## src/rtl/memotable_pkg.sv

```systemverilog
// Shared types and defaults for the memo table units (lookup side and recorder).
package memotable_pkg;

    localparam int MEMO_XLEN          = 32;
    localparam int MEMO_MAX_WRITES    = 3;
    localparam int MEMO_REC_MAX_INSNS = 16;

    typedef enum logic [1:0] {
        IDLE = 2'd0,
        REC  = 2'd1,
        FILL = 2'd2
    } memo_rec_state_e;

    typedef struct packed {
        logic [MEMO_XLEN-1:0]                            start_pc;
        logic [MEMO_XLEN-1:0]                            x1;
        logic [MEMO_XLEN-1:0]                            x10;
        logic [MEMO_XLEN-1:0]                            x11;
        logic [MEMO_XLEN-1:0]                            next_pc;
        logic [MEMO_MAX_WRITES-1:0]                      mask;
        logic [MEMO_MAX_WRITES-1:0][4:0]                 ids;
        logic [MEMO_MAX_WRITES-1:0][MEMO_XLEN-1:0]       vals;
    } memo_fill_t;

endpackage

```

## src/rtl/memo_wr_coalescer.sv

```systemverilog
// Register-write slot array: a write to an already-recorded rd overwrites its slot,
// otherwise it takes the lowest free slot; overflow flags a write with nowhere to go.
module memo_wr_coalescer
    import memotable_pkg::*;
#(
    parameter int XLEN       = 32,
    parameter int MAX_WRITES = MEMO_MAX_WRITES
) (
    input  logic                  clk,
    input  logic                  rst_n,
    input  logic                  clear,
    input  logic                  wr_en,
    input  logic [4:0]            wr_rd,
    input  logic [XLEN-1:0]       wr_val,
    output logic [MAX_WRITES-1:0] mask,
    output logic [4:0]            ids  [MAX_WRITES],
    output logic [XLEN-1:0]       vals [MAX_WRITES],
    output logic                  overflow
);

    localparam int IDX_W = (MAX_WRITES > 1) ? $clog2(MAX_WRITES) : 1;

    logic             hit;
    logic             has_free;
    logic [IDX_W-1:0] hit_idx;
    logic [IDX_W-1:0] free_idx;

    // Slots fill contiguously from 0, so the first clear mask bit is the next slot.
    always_comb begin
        hit      = 1'b0;
        hit_idx  = '0;
        has_free = 1'b0;
        free_idx = '0;
        for (int i = 0; i < MAX_WRITES; i++) begin
            if (mask[i] && (ids[i] == wr_rd) && !hit) begin
                hit     = 1'b1;
                hit_idx = IDX_W'(i);
            end
            if (!mask[i] && !has_free) begin
                has_free = 1'b1;
                free_idx = IDX_W'(i);
            end
        end
    end

    assign overflow = wr_en && !hit && !has_free;

    always_ff @(posedge clk) begin
        if (!rst_n) begin
            mask <= '0;
            for (int i = 0; i < MAX_WRITES; i++) begin
                ids[i]  <= '0;
                vals[i] <= '0;
            end
        end else if (clear) begin
            mask <= '0;
        end else if (wr_en) begin
            if (hit) begin
                vals[hit_idx] <= wr_val;
            end else if (has_free) begin
                mask[free_idx] <= 1'b1;
                ids[free_idx]  <= wr_rd;
                vals[free_idx] <= wr_val;
            end
        end
    end

endmodule

```

## src/rtl/memo_recorder.sv

```systemverilog
// Records one function invocation after a memo miss and offers the resulting
// entry (key, return target, coalesced GPR writes) to the memo table.
module memo_recorder
    import memotable_pkg::*;
#(
    parameter int XLEN       = 32,
    parameter int MAX_WRITES = MEMO_MAX_WRITES,
    parameter int MAX_INSNS  = MEMO_REC_MAX_INSNS
) (
    input  logic                  clk,
    input  logic                  rst_n,
    input  logic                  memo_enable,
    input  logic                  cand_valid,
    output logic                  cand_ready,
    input  logic [XLEN-1:0]       cand_pc,
    input  logic [XLEN-1:0]       snap_x1_ra,
    input  logic [XLEN-1:0]       snap_x10_a0,
    input  logic [XLEN-1:0]       snap_x11_a1,
    input  logic                  ret_valid,
    input  logic [XLEN-1:0]       ret_pc,
    input  logic [XLEN-1:0]       ret_next_pc,
    input  logic                  ret_rd_we,
    input  logic [4:0]            ret_rd,
    input  logic [XLEN-1:0]       ret_rd_val,
    input  logic                  ret_is_store,
    output logic                  fill_valid,
    input  logic                  fill_ready,
    output logic [XLEN-1:0]       fill_start_pc,
    output logic [XLEN-1:0]       fill_x1,
    output logic [XLEN-1:0]       fill_x10,
    output logic [XLEN-1:0]       fill_x11,
    output logic [XLEN-1:0]       fill_next_pc,
    output logic [MAX_WRITES-1:0] fill_wr_mask,
    output logic [4:0]            fill_wr_ids  [MAX_WRITES],
    output logic [XLEN-1:0]       fill_wr_vals [MAX_WRITES],
    output logic                  busy,
    output logic [31:0]           dbg_commit_count,
    output logic [31:0]           dbg_abort_count
);

    localparam int CNT_W = $clog2(MAX_INSNS + 1);

    memo_rec_state_e state_q, state_d;

    logic [XLEN-1:0]  start_pc_q;
    logic [XLEN-1:0]  x1_q;
    logic [XLEN-1:0]  x10_q;
    logic [XLEN-1:0]  x11_q;
    logic [XLEN-1:0]  next_pc_q;
    logic [CNT_W-1:0] cnt_q;
    logic [CNT_W-1:0] cnt_nxt;

    logic accept;
    logic abort;
    logic to_fill;
    logic commit;
    logic rec_beat;
    logic wr_en;
    logic wr_overflow;
    logic wrong_start;
    logic end_beat;
    logic timeout;
    logic beat_abort;

    assign rec_beat    = (state_q == REC) && ret_valid;
    assign wr_en       = rec_beat && ret_rd_we && (ret_rd != 5'd0);
    assign wrong_start = (cnt_q == '0) && (ret_pc != start_pc_q);
    assign end_beat    = (ret_next_pc == x1_q);
    assign cnt_nxt     = cnt_q + 1'b1;
    assign timeout     = (cnt_nxt == CNT_W'(MAX_INSNS)) && !end_beat;

    // Any fault on a beat outranks that beat returning; the entry would be wrong.
    assign beat_abort  = rec_beat && (ret_is_store || wrong_start || wr_overflow || timeout);

    memo_wr_coalescer #(
        .XLEN       (XLEN),
        .MAX_WRITES (MAX_WRITES)
    ) u_coalescer (
        .clk      (clk),
        .rst_n    (rst_n),
        .clear    (accept),
        .wr_en    (wr_en),
        .wr_rd    (ret_rd),
        .wr_val   (ret_rd_val),
        .mask     (fill_wr_mask),
        .ids      (fill_wr_ids),
        .vals     (fill_wr_vals),
        .overflow (wr_overflow)
    );

    always_comb begin
        state_d = state_q;
        accept  = 1'b0;
        abort   = 1'b0;
        to_fill = 1'b0;
        commit  = 1'b0;
        unique case (state_q)
            IDLE: begin
                // With recording disabled the candidate is still consumed, just dropped.
                if (cand_valid && memo_enable) begin
                    accept  = 1'b1;
                    state_d = REC;
                end
            end
            REC: begin
                if (!memo_enable || beat_abort) begin
                    abort   = 1'b1;
                    state_d = IDLE;
                end else if (rec_beat && end_beat) begin
                    to_fill = 1'b1;
                    state_d = FILL;
                end
            end
            FILL: begin
                if (fill_ready) begin
                    commit  = 1'b1;
                    state_d = IDLE;
                end
            end
            default: state_d = IDLE;
        endcase
    end

    always_ff @(posedge clk) begin
        if (!rst_n) begin
            state_q          <= IDLE;
            start_pc_q       <= '0;
            x1_q             <= '0;
            x10_q            <= '0;
            x11_q            <= '0;
            next_pc_q        <= '0;
            cnt_q            <= '0;
            dbg_commit_count <= '0;
            dbg_abort_count  <= '0;
        end else begin
            state_q <= state_d;
            if (accept) begin
                start_pc_q <= cand_pc;
                x1_q       <= snap_x1_ra;
                x10_q      <= snap_x10_a0;
                x11_q      <= snap_x11_a1;
                cnt_q      <= '0;
            end else if (rec_beat) begin
                cnt_q <= cnt_nxt;
            end
            if (to_fill) begin
                next_pc_q <= ret_next_pc;
            end
            if (commit) begin
                dbg_commit_count <= dbg_commit_count + 32'd1;
            end
            if (abort) begin
                dbg_abort_count <= dbg_abort_count + 32'd1;
            end
        end
    end

    assign cand_ready    = (state_q == IDLE);
    assign busy          = (state_q != IDLE);
    assign fill_valid    = (state_q == FILL);
    assign fill_start_pc = start_pc_q;
    assign fill_x1       = x1_q;
    assign fill_x10      = x10_q;
    assign fill_x11      = x11_q;
    assign fill_next_pc  = next_pc_q;

endmodule

```

## config.mk

```make
export PLATFORM = sky130hd
export DESIGN_NAME = memo_recorder
export DESIGN_NICKNAME = d
export VERILOG_FILES = /design/src/rtl/memotable_pkg.sv /design/src/rtl/memo_wr_coalescer.sv /design/src/rtl/memo_recorder.sv
export SDC_FILE = /design/constraint.sdc
export NUM_CORES = 1
export LEC_CHECK = 0
export ABC_AREA = 1
export CORE_AREA = 5 5 223 225
export CTS_CLUSTER_DIAMETER = 200
export DETAILED_ROUTE_END_ITERATION = 6
export DIE_AREA = 0 0 228 230
export HOLD_SLACK_MARGIN = 0.08
export SETUP_SLACK_MARGIN = 0.2
export SLEW_MARGIN = 5
export SYNTH_ARGS = -nofsm -noshare
export SYNTH_HDL_FRONTEND = slang
export SYNTH_HIERARCHICAL = 1
export SYNTH_SLANG_ARGS = --single-unit
```

## constraint.sdc

```tcl
create_clock -name clk -period 2.6 [get_ports clk]
set_input_delay 0.52 -clock clk [delete_from_list [all_inputs] [get_ports clk]]
set_output_delay 0.52 -clock clk [all_outputs]
set_load 0.02 [all_outputs]
```

==> results.tsv, run 1 <==
stage	metric	value	unit
setup_path	crit_buf_inv	1	
yosys	syn-cell-area	15500	µm²
drt	wl_per_cell	18.7	µm
yosys	yosysMostFrequentCell	nor2_1	
power_and_ir_drop	peakVddDrop	0.000476	V
clock_tree	root_buffer	clkbuf_16	
placed_design	dp_cells	3334	
grt	grt_pass1_vias	15900	
timing	fmax	431	MHz
hold_path	min_path_type	input pin to flip-flop	
timing	hold_violations	0	
floorplan	initial_utilization	32.7	%
placed_design	hpwl	47.8	mm
final_layout	num-nets-final	3007	
yosys	synth.avg_cell_area	7.03	µm²
grt	antenna_found_initial	21	
yosys	synth_area_leaders	dfxtp_1, nor2_1, nand2_1	
placed_design	dpl_worst_slack	-0.357	ns
clock_tree	cts_tree	done	
floorplan	die_h	230	µm
timing	slew_viol_final	0	
timing	worstMarginPinSlew	0.735	ns
yosys	syn_nets	2443	
grt	grt_max_degree	140	
drt	first_iter_violations	1038	
setup_path	crit_family	buffers and inverters	
grt	overflow	0	
final_layout	layout-area-overhead-vs-synth	53.1	%
clock_tree	clkLatencyLatePin	0.56	ns
drt	vias_per_cell	4.77	
final_layout	fin_cells	3423	
yosys	synth_edf_count	0	
floorplan	rows	80	
floorplan	core_region_area	47300	µm²
yosys	synth_top_cell_by_area	dfxtp_1	
yosys	netlist_instances	2201	
timing	timing.final.crit_period	2.32	ns
placed_design	port-buffer-count	577	
setup_path	worstPathMaxFanout	5	
drt	wl_met1	24.9	mm
setup_path	r2r-start	fill_x1[11]$_SDFFE_PN0P_	
run	maxCapViolCount	0	
setup_path	cp-startpoint	dbg_commit_count[21]$_SDFFE_PN0P_	
timing	slew_headroom	51.0	%
hold_path	hold_start	ret_next_pc[14]	
setup_path	cp.arrival	1.80	ns
final_layout	layout-drive-gt1-share	6.66	%
yosys	synth_common_cells	nor2_1, nand2_1, dfxtp_1	
clock_tree	hold_buffers	0	
setup_path	cpPeakStageDelay	0.84	ns
timing	finalSetupViolCount	0	
yosys	yosys_most_used_dff	dfxtp_1	
final_layout	fill_cells	4713	
clock_tree	clk_pin_slew	0.06	ns
clock_tree	numCtsBuffers	42	
drt	drc	0	
drt	detail_route.first_pass.iterations	5	
clock_tree	clock_sink_count	345	
yosys	ys_seq_elements	345	
drt	routed.top_layer	met5	
clock_tree	cts-htree-levels	2	
setup_path	path_cells	clkdlybuf4s50_1	
drt	ant_nets	0	
timing	rsz0062_at_grt	false	
power_and_ir_drop	power_density	571	nW/µm²
run_status	outcome	finished, final reports clean	
yosys	yosysWarnings	6	
drt	dr_wl_met3	6.74	mm
timing	finalWorstSetupSlack	0.279	ns
drt	wirelength	64.1	mm
setup_path	critPathKind	flip-flop to output port	
drt	wl_met2	30.0	mm
yosys	synth-seq-area-share	44.7	%
yosys	synth.distinct_cells	41	
setup_path	worst_path_max_delay_cell	clkdlybuf4s50_1	
drt	vias	16300	
setup_path	worstPathRequired	2.08	ns
floorplan	die-area	52400	µm²
setup_path	cp-start-kind	flip-flop	
grt	grt_pass1_wl	95.6	mm
placed_design	gp_congestion	0.922	
floorplan	die_w	228	µm
floorplan	ioPinCount	578	
timing	skew	0.0163	ns
grt	grt_use_total	23.1	%
clock_tree	cts_buffer_depth	3	
yosys	yosysTopAreaCellShare	44.7	%
setup_path	endpoint_kind	output port	
power_and_ir_drop	p_leak	0.00915	µW
yosys	async_reset_ff_share	0	%
timing	finalCritPeriodShare	89.3	%
-- cells by family (layout without fill, tap and decap cells) --
family          after synthesis  count (layout)  synth area share, %
compound gates              271             271                 9.02
xor+xnor                     95              95                 5.38
fa+ha+maj                     5               5                0.405
buf+inv                     288             880                 7.72
flops                       345             345                 44.7
other cells                   0              15                    0
simple gates               1197            1197                 32.8
-- final timing paths --
kind	end	slack [ns]	cells after the start
worst max-delay path	dbg_commit_count[21]	0.28	1
worst min-delay path	fill_next_pc[14]$_SDFFE_PN0P_	0.36	3
worst max register to register	dbg_abort_count[10]$_SDFFE_PN0P_	0.37	15
worst min register to register	fill_next_pc[14]$_SDFFE_PN0P_	0.46	2
-- metrics by stage --
step           power, µW  hold slack [ns]  TNS [ns]  util, %  area, µm²
2_1_floorplan       6420            0.480         0        -      15500
5_1_grt            14100            0.351         0     50.0      23700
3_3_place_gp        7350            0.447    -21.93     46.6      22100
4_1_cts            13700            0.348         0     49.7      23500
6_report           13500            0.357         0     50.0      23700
3_5_place_dp        7360            0.455    -25.49     46.6      22100
-- state kept, by name (all words and copies together), names as in the netlist --
| register | cells |
|---|---|
| state_q | 2 |
| u_coalescer/vals | 96 |
| fill_x11 | 32 |
| u_coalescer/mask | 3 |
| u_coalescer/ids | 15 |
| fill_start_pc | 32 |
| fill_x10 | 32 |
| dbg_commit_count | 32 |
| fill_next_pc | 32 |
| cnt_q | 5 |
| fill_x1 | 32 |
| dbg_abort_count | 32 |
-- layout by cell type, fill, tap and decap left out, types with 45 or more instances in the layout --
cell type and n:
a21oi_1 102, clkbuf_16 45, clkdlybuf4s50_1 570, dfxtp_1 343, inv_1 157, nand2_1 401, nand3_1 112, nand4_1 47
nor2_1 545, o21ai_0 156, xnor2_1 63
-- tightest hold or removal path, stage by stage --
cell and delay, ns:
dlymetal6s2s_1 0.17, nand4_1 0.10, a21oi_1 0.06
-- repair_timing --
item / CTS / global route
gates cloned: 0 / 2
setup buffers: 0 / 0
hold endpoints to repair: 0 / 0
endpoints found under the setup margin: 3 / 128
gates resized for setup: 3 / 14
-- per-layer routing --
metal  up-vias  GRT usage, %
met5         -             0
met4        10          9.93
met2       586          37.7
li1       8118             -
met3       116          9.98
met1      7510          26.4
-- area by class of cell --
class                      count  area (µm²)  share of cell area, %
timing repair buffer         631        6420                   27.1
inverter                     177         667                   2.82
sequential                   345        6910                   29.2
clock buffer                  60        1210                   5.11
tap                          615         769                   3.25
clock inverter                12         239                   1.01
multi-input combinational   1568        7410                   31.3
antenna                       15        37.5                  0.159
-- report_power, final --
part	internal, µW	switching [µW]
clock	3910	2350
combinational	838	850
sequential	5440	121
Power figures use the tool's default switching activity.
==> inputs of run 2 (changes only) <==
CORE_AREA = not set   (was 5 5 223 225)
CORE_MARGIN = 5   (was not set)
CORE_UTILIZATION = 30   (was not set)
DIE_AREA = not set   (was 0 0 228 230)
TNS_END_PERCENT = 30   (was not set)
==> run 2 against run 1 <==
Against the previous run: cell count increased by 2.1%; clock skew increased by 0.0018 ns; flip-flop and latch count unchanged; largest power group unchanged; largest cell class unchanged; design area about the same; total power decreased by 3.3%; first-iteration DRC count increased by 1.9%; sequential power about the same; via count increased by 0.84%; core utilization decreased by 3.8 points.
==> results.tsv, run 2 (synthesized netlist as in run 1, its figures left out) <==
stage	metric	value	unit
placed_design	port-buffer-count	577	
floorplan	core_region_area	51200	µm²
setup_path	worstPathRequired	2.08	ns
clock_tree	numCtsBuffers	43	
final_layout	seq_area	6910	µm²
drt	first_iter_violations	1058	
final_layout	utilization	46.2	%
run_status	outcome	finished, final reports clean	
power_and_ir_drop	p_leak	0.00912	µW
clock_tree	cts_buffer_depth	3	
grt	grt_pass1_wl	97.5	mm
setup_path	cp-start-kind	flip-flop	
final_layout	layout-drive-gt1-share	6.85	%
final_layout	fill_cells	5119	
clock_tree	clkLatencyLatePin	0.56	ns
floorplan	rows	83	
timing	slew_viol_final	0	
clock_tree	cts_tree	done	
floorplan	die_h	237	µm
drt	ant_nets	0	
drt	wl_per_cell	18.8	µm
final_layout	final_common_cell	clkdlybuf4s50_1	
timing	timing.final.crit_period	2.35	ns
clock_tree	clock_sink_count	345	
drt	drc	0	
final_layout	top_register	u_coalescer/vals	
floorplan	die_w	237	µm
drt	wirelength	65.6	mm
grt	overflow	0	
floorplan	initial_utilization	30.2	%
timing	hold_violations	0	
placed_design	gp_congestion	0.929	
final_layout	num-nets-final	3016	
timing	rsz0062_at_grt	true	
final_layout	final_cell_mix	clkdlybuf4s50_1, nor2_1, nand2_1, dfxtp_1, inv_1	
drt	vias	16500	
final_layout	largest_reg_flops	96	
setup_path	path_cells	nor2_2, inv_1, clkdlybuf4s50_1	
hold_path	min_path_type	input pin to flip-flop	
timing	skew	0.0182	ns
grt	grt_pass1_vias	15900	
clock_tree	hold_buffers	0	
timing	finalWorstSetupSlack	0.251	ns
clock_tree	cts-htree-levels	2	
run	maxCapViolCount	0	
setup_path	worstPathMaxFanout	4	
setup_path	cpPeakStageDelay	0.60	ns
setup_path	critPathKind	flip-flop to output port	
setup_path	cp-startpoint	state_q[1]$_SDFFE_PN0P_	
setup_path	ff2ff_path_depth	16	
timing	fmax	426	MHz
floorplan	ioPinCount	578	
placed_design	dpl_worst_slack	-0.411	ns
timing	setup_tns	0	ns
clock_tree	root_buffer	clkbuf_16	
final_layout	multiInputGateArea	7400	µm²
setup_path	worst_path_max_delay_cell	clkdlybuf4s50_1	
grt	grt_use_total	22.1	%
timing	slew_headroom	55.5	%
hold_path	hold_start	memo_enable	
timing	worstMarginPinSlew	0.667	ns
setup_path	r2r-start	state_q[0]$_SDFFE_PN0P_	
drt	vias_per_cell	4.72	
final_layout	layout-area-overhead-vs-synth	53.1	%
grt	grt_max_degree	140	
drt	detail_route.first_pass.iterations	5	
setup_path	cp.arrival	1.83	ns
power_and_ir_drop	peakVddDrop	0.000476	V
grt	antenna_found_initial	23	
placed_design	hpwl	49.9	mm
timing	finalSetupViolCount	0	
power_and_ir_drop	finalPower	13100	µW
power_and_ir_drop	power_density	552	nW/µm²
floorplan	die-area	56200	µm²
clock_tree	clk_pin_slew	0.06	ns
setup_path	endpoint_kind	output port	
timing	finalCritPeriodShare	90.3	%
hold_path	holdPathStages	3	
-- run 2: cell types whose count changed in the layout (fill, tap and decap cells not counted), sizes merged, moves of 2 or more --
| cell | delta |
|---|---|
| buf | +10 |
| clkdlybuf4s50 | -2 |
| clkinv | +3 |
| diode | -3 |
| clkinvlp | +3 |
| bufinv | -6 |
-- run 2: power by group --
part	internal, µW	switching [µW]	total, µW
Clock	3420	2390	5810
Combinational	834	854	1690
Sequential	5450	127	5570
Total	9700	3370	13100
-- run 2: area by class of cell --
class / count / share of cell area, %
diodes: 12 / 0.127
well taps: 680 / 3.59
multi-input cells: 1568 / 31.3
repair buffers: 639 / 27.3
clock inverters: 12 / 0.470
clock buffers: 61 / 5.26
flip-flops and latches: 345 / 29.2
inverters: 177 / 2.82
-- run 2: worst max-delay path: cells and delay by family, from the launching register on --
kind	cells	cell delay [ns]
simple gates	1	0.12
flops	1	0.47
buf+inv	2	0.67
-- run 2: path summary, 6_finish.rpt --
kind | to | slack, ns
worst min register to register | fill_next_pc[1]$_SDFFE_PN0P_ | 0.46
worst min-delay path | state_q[0]$_SDFFE_PN0P_ | 0.32
worst max register to register | fill_next_pc[2]$_SDFFE_PN0P_ | 0.41
worst max-delay path | busy | 0.25
-- run 2: routing by layer --
metal / vias to the layer above / global-route usage, % / part of all wire [%]
li1: 8127 / - / -
met2: 577 / 37.2 / 48
met5: - / 0 / 0.11
met3: 102 / 8.70 / 10
met1: 7661 / 26.0 / 39
met4: 10 / 7.19 / 2.9
-- run 2: what timing repair did --
action / in CTS / in global routing
setup endpoints to repair: 19 / 54
gates resized for setup: 3 / 16
setup buffers: 0 / 0
-- run 2: stage by stage --
| step | instances | cell area [µm²] | hold WS, ns |
|---|---|---|---|
| 6_report | 3494 | 23700 | 0.322 |
| 5_1_grt | 3493 | 23700 | 0.320 |
| 4_1_cts | 3482 | 23600 | 0.304 |
| 3_5_place_dp | 3409 | 22200 | 0.454 |
| 3_3_place_gp | 3409 | 22200 | 0.448 |
| 2_1_floorplan | 2201 | 15500 | 0.480 |
==> inputs of run 3 (changes only) <==
ABC_AREA = not set   (was 1)
CORE_UTILIZATION = 33   (was 30)
==> run 3 against run 2 <==
Against the previous run: combinational power is 14% lower; sequential power fell by 2%; critical path depth grew 9; maximum frequency down 8.4%; non-clock buffer count up 73; critical path type is now input pin to flip-flop; flip-flop and latch count is the same; first-iteration DRC count shrank 12%.
==> results.tsv, run 3 <==
stage	metric	value	unit
run_status	outcome	finished, final reports clean	
yosys	yosysMostFrequentCell	nand2_1	
drt	detail_route.first_pass.iterations	7	
placed_design	hpwl	47.1	mm
grt	grt_pass1_wl	94.0	mm
setup_path	worstPathMaxFanout	4	
drt	wl_per_cell	20.6	µm
yosys	synth-seq-area-share	45.1	%
power_and_ir_drop	pwr-share-seq	43.4	%
grt	grt_use_total	23.5	%
clock_tree	cts_tree	done	
yosys	yosysTopAreaCellShare	45.1	%
yosys	async_reset_ff_share	0	%
grt	antenna_found_initial	14	
final_layout	final_common_cell	clkdlybuf4s50_1	
final_layout	utilization	53.1	%
power_and_ir_drop	power_density	514	nW/µm²
yosys	netlist_instances	1848	
final_layout	num-nets-final	2705	
clock_tree	cts_buffer_depth	3	
power_and_ir_drop	clkPwrFrac	45.2	%
grt	overflow	0	
grt	grt_max_degree	132	
timing	rsz0062_at_grt	true	
timing	worstMarginPinSlew	0.830	ns
yosys	yosysWarnings	6	
setup_path	worstPathRequired	3.03	ns
yosys	synth_common_cells	nand2_1, dfxtp_1, a21oi_1	
floorplan	core_region_area	46300	µm²
drt	drc	0	
final_layout	final_cell_mix	clkdlybuf4s50_1, nand2_1, dfxtp_1, a21oi_1, mux2i_1	
timing	slew_headroom	44.7	%
yosys	yosys_most_used_dff	dfxtp_1	
timing	hold_violations	0	
yosys	synth.avg_cell_area	8.29	µm²
timing	setup_tns	0	ns
power_and_ir_drop	pwr-share-comb	11.5	%
yosys	ys_seq_elements	345	
yosys	synth.distinct_cells	55	
floorplan	die_w	225	µm
clock_tree	numCtsBuffers	40	
placed_design	port-buffer-count	577	
drt	first_iter_violations	927	
clock_tree	clk_pin_slew	0.06	ns
setup_path	critPathKind	input pin to flip-flop	
timing	skew	0.0160	ns
placed_design	gp_congestion	0.869	
run	maxCapViolCount	0	
timing	finalCritPeriodShare	98.7	%
clock_tree	root_buffer	clkbuf_16	
final_layout	fill_cells	4353	
power_and_ir_drop	finalPower	12600	µW
grt	grt_pass1_vias	15500	
floorplan	rows	79	
timing	timing.final.crit_period	2.57	ns
hold_path	min_path_type	input pin to flip-flop	
clock_tree	hold_buffers	0	
yosys	syn-cell-area	15300	µm²
floorplan	ioPinCount	578	
yosys	syn_nets	2090	
final_layout	top_register	u_coalescer/vals	
drt	vias_per_cell	5.04	
power_and_ir_drop	p_leak	0.00952	µW
timing	slew_viol_final	0	
power_and_ir_drop	peakVddDrop	0.000394	V
setup_path	r2r_slack	0.07	ns
clock_tree	clock_sink_count	345	
setup_path	cp-start-kind	input pin	
clock_tree	clkLatencyLatePin	0.55	ns
floorplan	initial_utilization	33.1	%
yosys	synth_top_cell_by_area	dfxtp_1	
final_layout	largest_reg_flops	96	
timing	fmax	390	MHz
floorplan	die-area	50800	µm²
final_layout	layout-area-overhead-vs-synth	60.4	%
clock_tree	cts-htree-levels	2	
power_and_ir_drop	switchingPower	3130	µW
yosys	synth_edf_count	0	
drt	ant_nets	0	
power_and_ir_drop	switching_share	24.8	%
setup_path	cp.arrival	3.00	ns
drt	vias	15700	
power_and_ir_drop	intPower	9500	µW
timing	fin_hold_ws	0.320	ns
drt	wirelength	64.1	mm
floorplan	die_h	225	µm
yosys	synth_area_leaders	dfxtp_1, nand2_1, mux2i_1	
final_layout	layout-drive-gt1-share	11.3	%
setup_path	endpoint_kind	flip-flop	
timing	finalSetupViolCount	0	
run 3: power groups by stage:
stage / sequential, µW / combinational (µW) / clock, µW
final: 5480 / 1450 / 5710
after global routing: 5490 / 1540 / 6080
after global placement: 5590 / 1410 / 0
after detailed placement: 5600 / 1420 / 0
after floorplan: 5710 / 436 / 0
after CTS: 5480 / 1430 / 5860
run 3: logic make-up after synthesis:
| family | synth area share, % |
|---|---|
| AO/OA/AOI/OAI | 11.5 |
| multiplexers | 8.04 |
| adder cells (fa/ha/maj) | 0.409 |
| flip-flops | 45.1 |
| XOR/XNOR | 6.29 |
| buffers and inverters | 4.39 |
| AND/OR/NAND/NOR | 24.3 |
run 3: what timing repair did:
action	in CTS	in global routing
setup endpoints to repair	68	123
setup buffers	3	10
hold endpoints to repair	0	0
resized for setup	24	77
pin swaps	11	49
cloned	2	5
run 3: final cells by class:
cell class	instances	area [µm²]	area share (%)
flip-flops and latches	345	6920	28.2
diodes	7	17.5	0.0713
well taps	607	759	3.09
multi-input cells	1342	8280	33.7
clock buffers	61	1200	4.89
repair buffers	712	7170	29.2
clock inverters	13	123	0.499
inverters	22	90.1	0.367
run 3: worst paths after layout:
check | startpoint | to | depth (start not counted)
setup / recovery | ret_next_pc[3] | dbg_abort_count[6]$_SDFFE_PN0P_ | 12
hold / removal | ret_next_pc[30] | fill_next_pc[30]$_SDFFE_PN0P_ | 3
setup reg to reg | fill_x1[1]$_SDFFE_PN0P_ | dbg_abort_count[6]$_SDFFE_PN0P_ | 12
hold reg to reg | fill_x11[18]$_SDFFE_PN0P_ | fill_x11[18]$_SDFFE_PN0P_ | 2
run 3: critical path, stage by stage:
cell	delay, ns
clkdlybuf4s50_1	0.44
xor2_1	0.17
nor4_2	0.37
nand4_1	0.25
buf_4	0.21
o211ai_2	0.16
buf_4	0.14
and4_4	0.28
buf_6	0.15
clkbuf_16	0.14
or4_4	0.11
a21oi_2	0.04
run 3: metal layers:
metal	up-vias	track usage (%)	wire, µm
met5	-	0	92
met4	16	7.22	1810
met3	118	8.97	5890
met2	521	39.7	31000
met1	7455	27.8	25300
li1	7574	-	-
run 3: per-stage QoR:
step | setup WS [ns] | cell area, µm² | instances
floorplan | -0.0473 | 15600 | 1848
global placement | -0.726 | 22500 | 3008
detailed placement | -0.728 | 22500 | 3008
CTS | 0.00746 | 24000 | 3087
global route | -0.0281 | 24600 | 3107
finish | 0.0348 | 24600 | 3109
==> edit: new RTL, config.mk and constraints of run 3 <==
The package constant `MEMO_MAX_WRITES` goes from 3 to 6.
--- a/src/rtl/memotable_pkg.sv
+++ b/src/rtl/memotable_pkg.sv
@@ -2,7 +2,7 @@
 package memotable_pkg;
 
     localparam int MEMO_XLEN          = 32;
-    localparam int MEMO_MAX_WRITES    = 3;
+    localparam int MEMO_MAX_WRITES    = 6;
     localparam int MEMO_REC_MAX_INSNS = 16;
 
     typedef enum logic [1:0] {
Ports: changed (resized fill_wr_ids, fill_wr_mask and fill_wr_vals); port bits go from 578 to 692. The function was not compared with the original's and may differ.
==> edit against run 3 <==
The flow now finishes with violations (setup timing); non-clock buffer count grew 144; combinational power grew 4%; sequential cell count increased by 114; critical path depth grew 4; wire length increased by 25%; power increased by 29%; final area is 24% higher; area after synthesis grew 23%; worst setup slack got worse by 0.11 ns; critical path type unchanged.
==> edit: results (changes against run 3) <==
Status: complete, but fails checks
Violated checks: setup timing
Starting density of the core: 33.3% (+0.19 points)
GRT Overall Usage: 24.2% (+0.69 points)
First-pass detailed-route iteration total: 5 (-2)
# fillers: 5,168 (+19%)
Peak VDD IR: 0.000490 V (+24%)
# port buffers: 691 (+20%)
Crit path max fanout: 9 (+5)
CP max stage delay: 0.31 ns (-0.13 ns)
Top cells by area, synth: dfxtp_1 49%, mux2i_1 15%, nand2_1 10%, xor2_1 4.7%, a21oi_1 4.1%
Lkg Pwr: 0.0124 uW (+30%)
First-pass GRT wire length: 118,000 um (+25%)
DR WL met3: 6140 um (+4.3%)
DP HPWL: 59,600 um (+27%)
Most frequent cells after synthesis: 504 x nand2_1, 459 x dfxtp_1, 276 x mux2i_1
Initial antenna violation count: 6 (-8)
Hold endpoint: fill_next_pc[27]$_SDFFE_PN0P_
WP data arrival: 3.14 ns (+0.14 ns)
R2R setup slack: -0.06 ns (-0.13 ns)
Clock buffer depth: 3 (unchanged)
WL/cell: 22.0 um (+6.5%)
WL met1: 32,500 um (+28%)
DP Worst Slack: -0.879 ns (-0.150 ns)
Post-synth net total: 2,293 (+9.7%)
Cell at the slowest stage of the critical path: nor4_4
Mapped Avg Cell Area: 9.15 um2 (+10%)
Final worst slack: -0.0772 ns (-0.112 ns)
Layout cells sized above 1: 13.0% (+1.7 points)
Met2 Routed Length: 39,300 um (+27%)
Multiplexer share of the synthesized area: 14.7% (+6.7 points)
Register area share after synthesis: 48.9% (+3.8 points)
Slew HR: 48.2% (+3.5 points)
Adder-cell share of the synthesized area: 0.333% (-0.075 points)
Worst-Skew Late Latency: 0.59 ns (+0.04 ns)
Placed cell areas: 0.0276 mm2 (+22%)
Vias in the first global route: 18,000 (+16%)
Hold Path Origin: ret_next_pc[27]
FF-to-FF Start: u_coalescer/ids[15]$_SDFFE_PN0P_
Xor/xnor share of the synthesized area: 5.83% (-0.46 points)
Worst reg2reg path depth: 14 (+2)
Post-Route WL: 79,900 um (+25%)
Final setup violation count: 28 (+28)
Max reg flops: 192 (+100%)
-- edit: repair_timing --
item | 4_1_cts | 5_1_grt
cloned | 6 | 3
pin swaps | 21 | 58
resized for setup | 79 | 75
setup endpoints to repair | 277 | 194
endpoints found under the hold margin | 0 | 0
buffers inserted | 14 | 14
-- edit: layer usage --
layer,up-vias,GRT usage (%)
li1,8445,-
met1,8587,29.2
met2,587,42.2
met3,115,7.80
met4,6,5.66
met5,-,0
-- edit: worst max-delay path by stage --
stage | to | slack (ns) | startpoint
after floorplan | fill_next_pc[10]$_SDFFE_PN0P_ | -0.34 | ret_rd[4]
after global placement | dbg_abort_count[29]$_SDFFE_PN0P_ | -0.81 | ret_rd[4]
after detailed placement | dbg_abort_count[29]$_SDFFE_PN0P_ | -0.88 | ret_rd[4]
after CTS | fill_next_pc[18]$_SDFFE_PN0P_ | -0.08 | u_coalescer/ids[18]$_SDFFE_PN0P_
after global routing | fill_next_pc[23]$_SDFFE_PN0P_ | -0.16 | u_coalescer/ids[19]$_SDFFE_PN0P_
final | fill_next_pc[19]$_SDFFE_PN0P_ | -0.08 | ret_rd[2]
-- edit: final cells by class --
type	instances	area [um2]	area share, %
Antenna cell	3	7.51	0.0247
Tap cell	756	946	3.11
Inverter	24	97.6	0.321
Multi-Input combinational cell	1443	9620	31.7
Timing Repair Buffer	856	8680	28.6
Clock inverter	22	240	0.791
Clock buffer	76	1550	5.12
Sequential cell	459	9230	30.4
-- edit: worst max-delay path: cells and delay by family --
family / cells / cell delay [ns]
XOR/XNOR: 1 / 0.22
multiplexers: 1 / 0.19
AND/OR/NAND/NOR: 8 / 1.21
buffers and inverters: 6 / 0.96
-- edit: power by group --
group          internal [uW]  switching (uW)
Sequential              7130            83.4
Clock                   4550            3080
Combinational            732             774
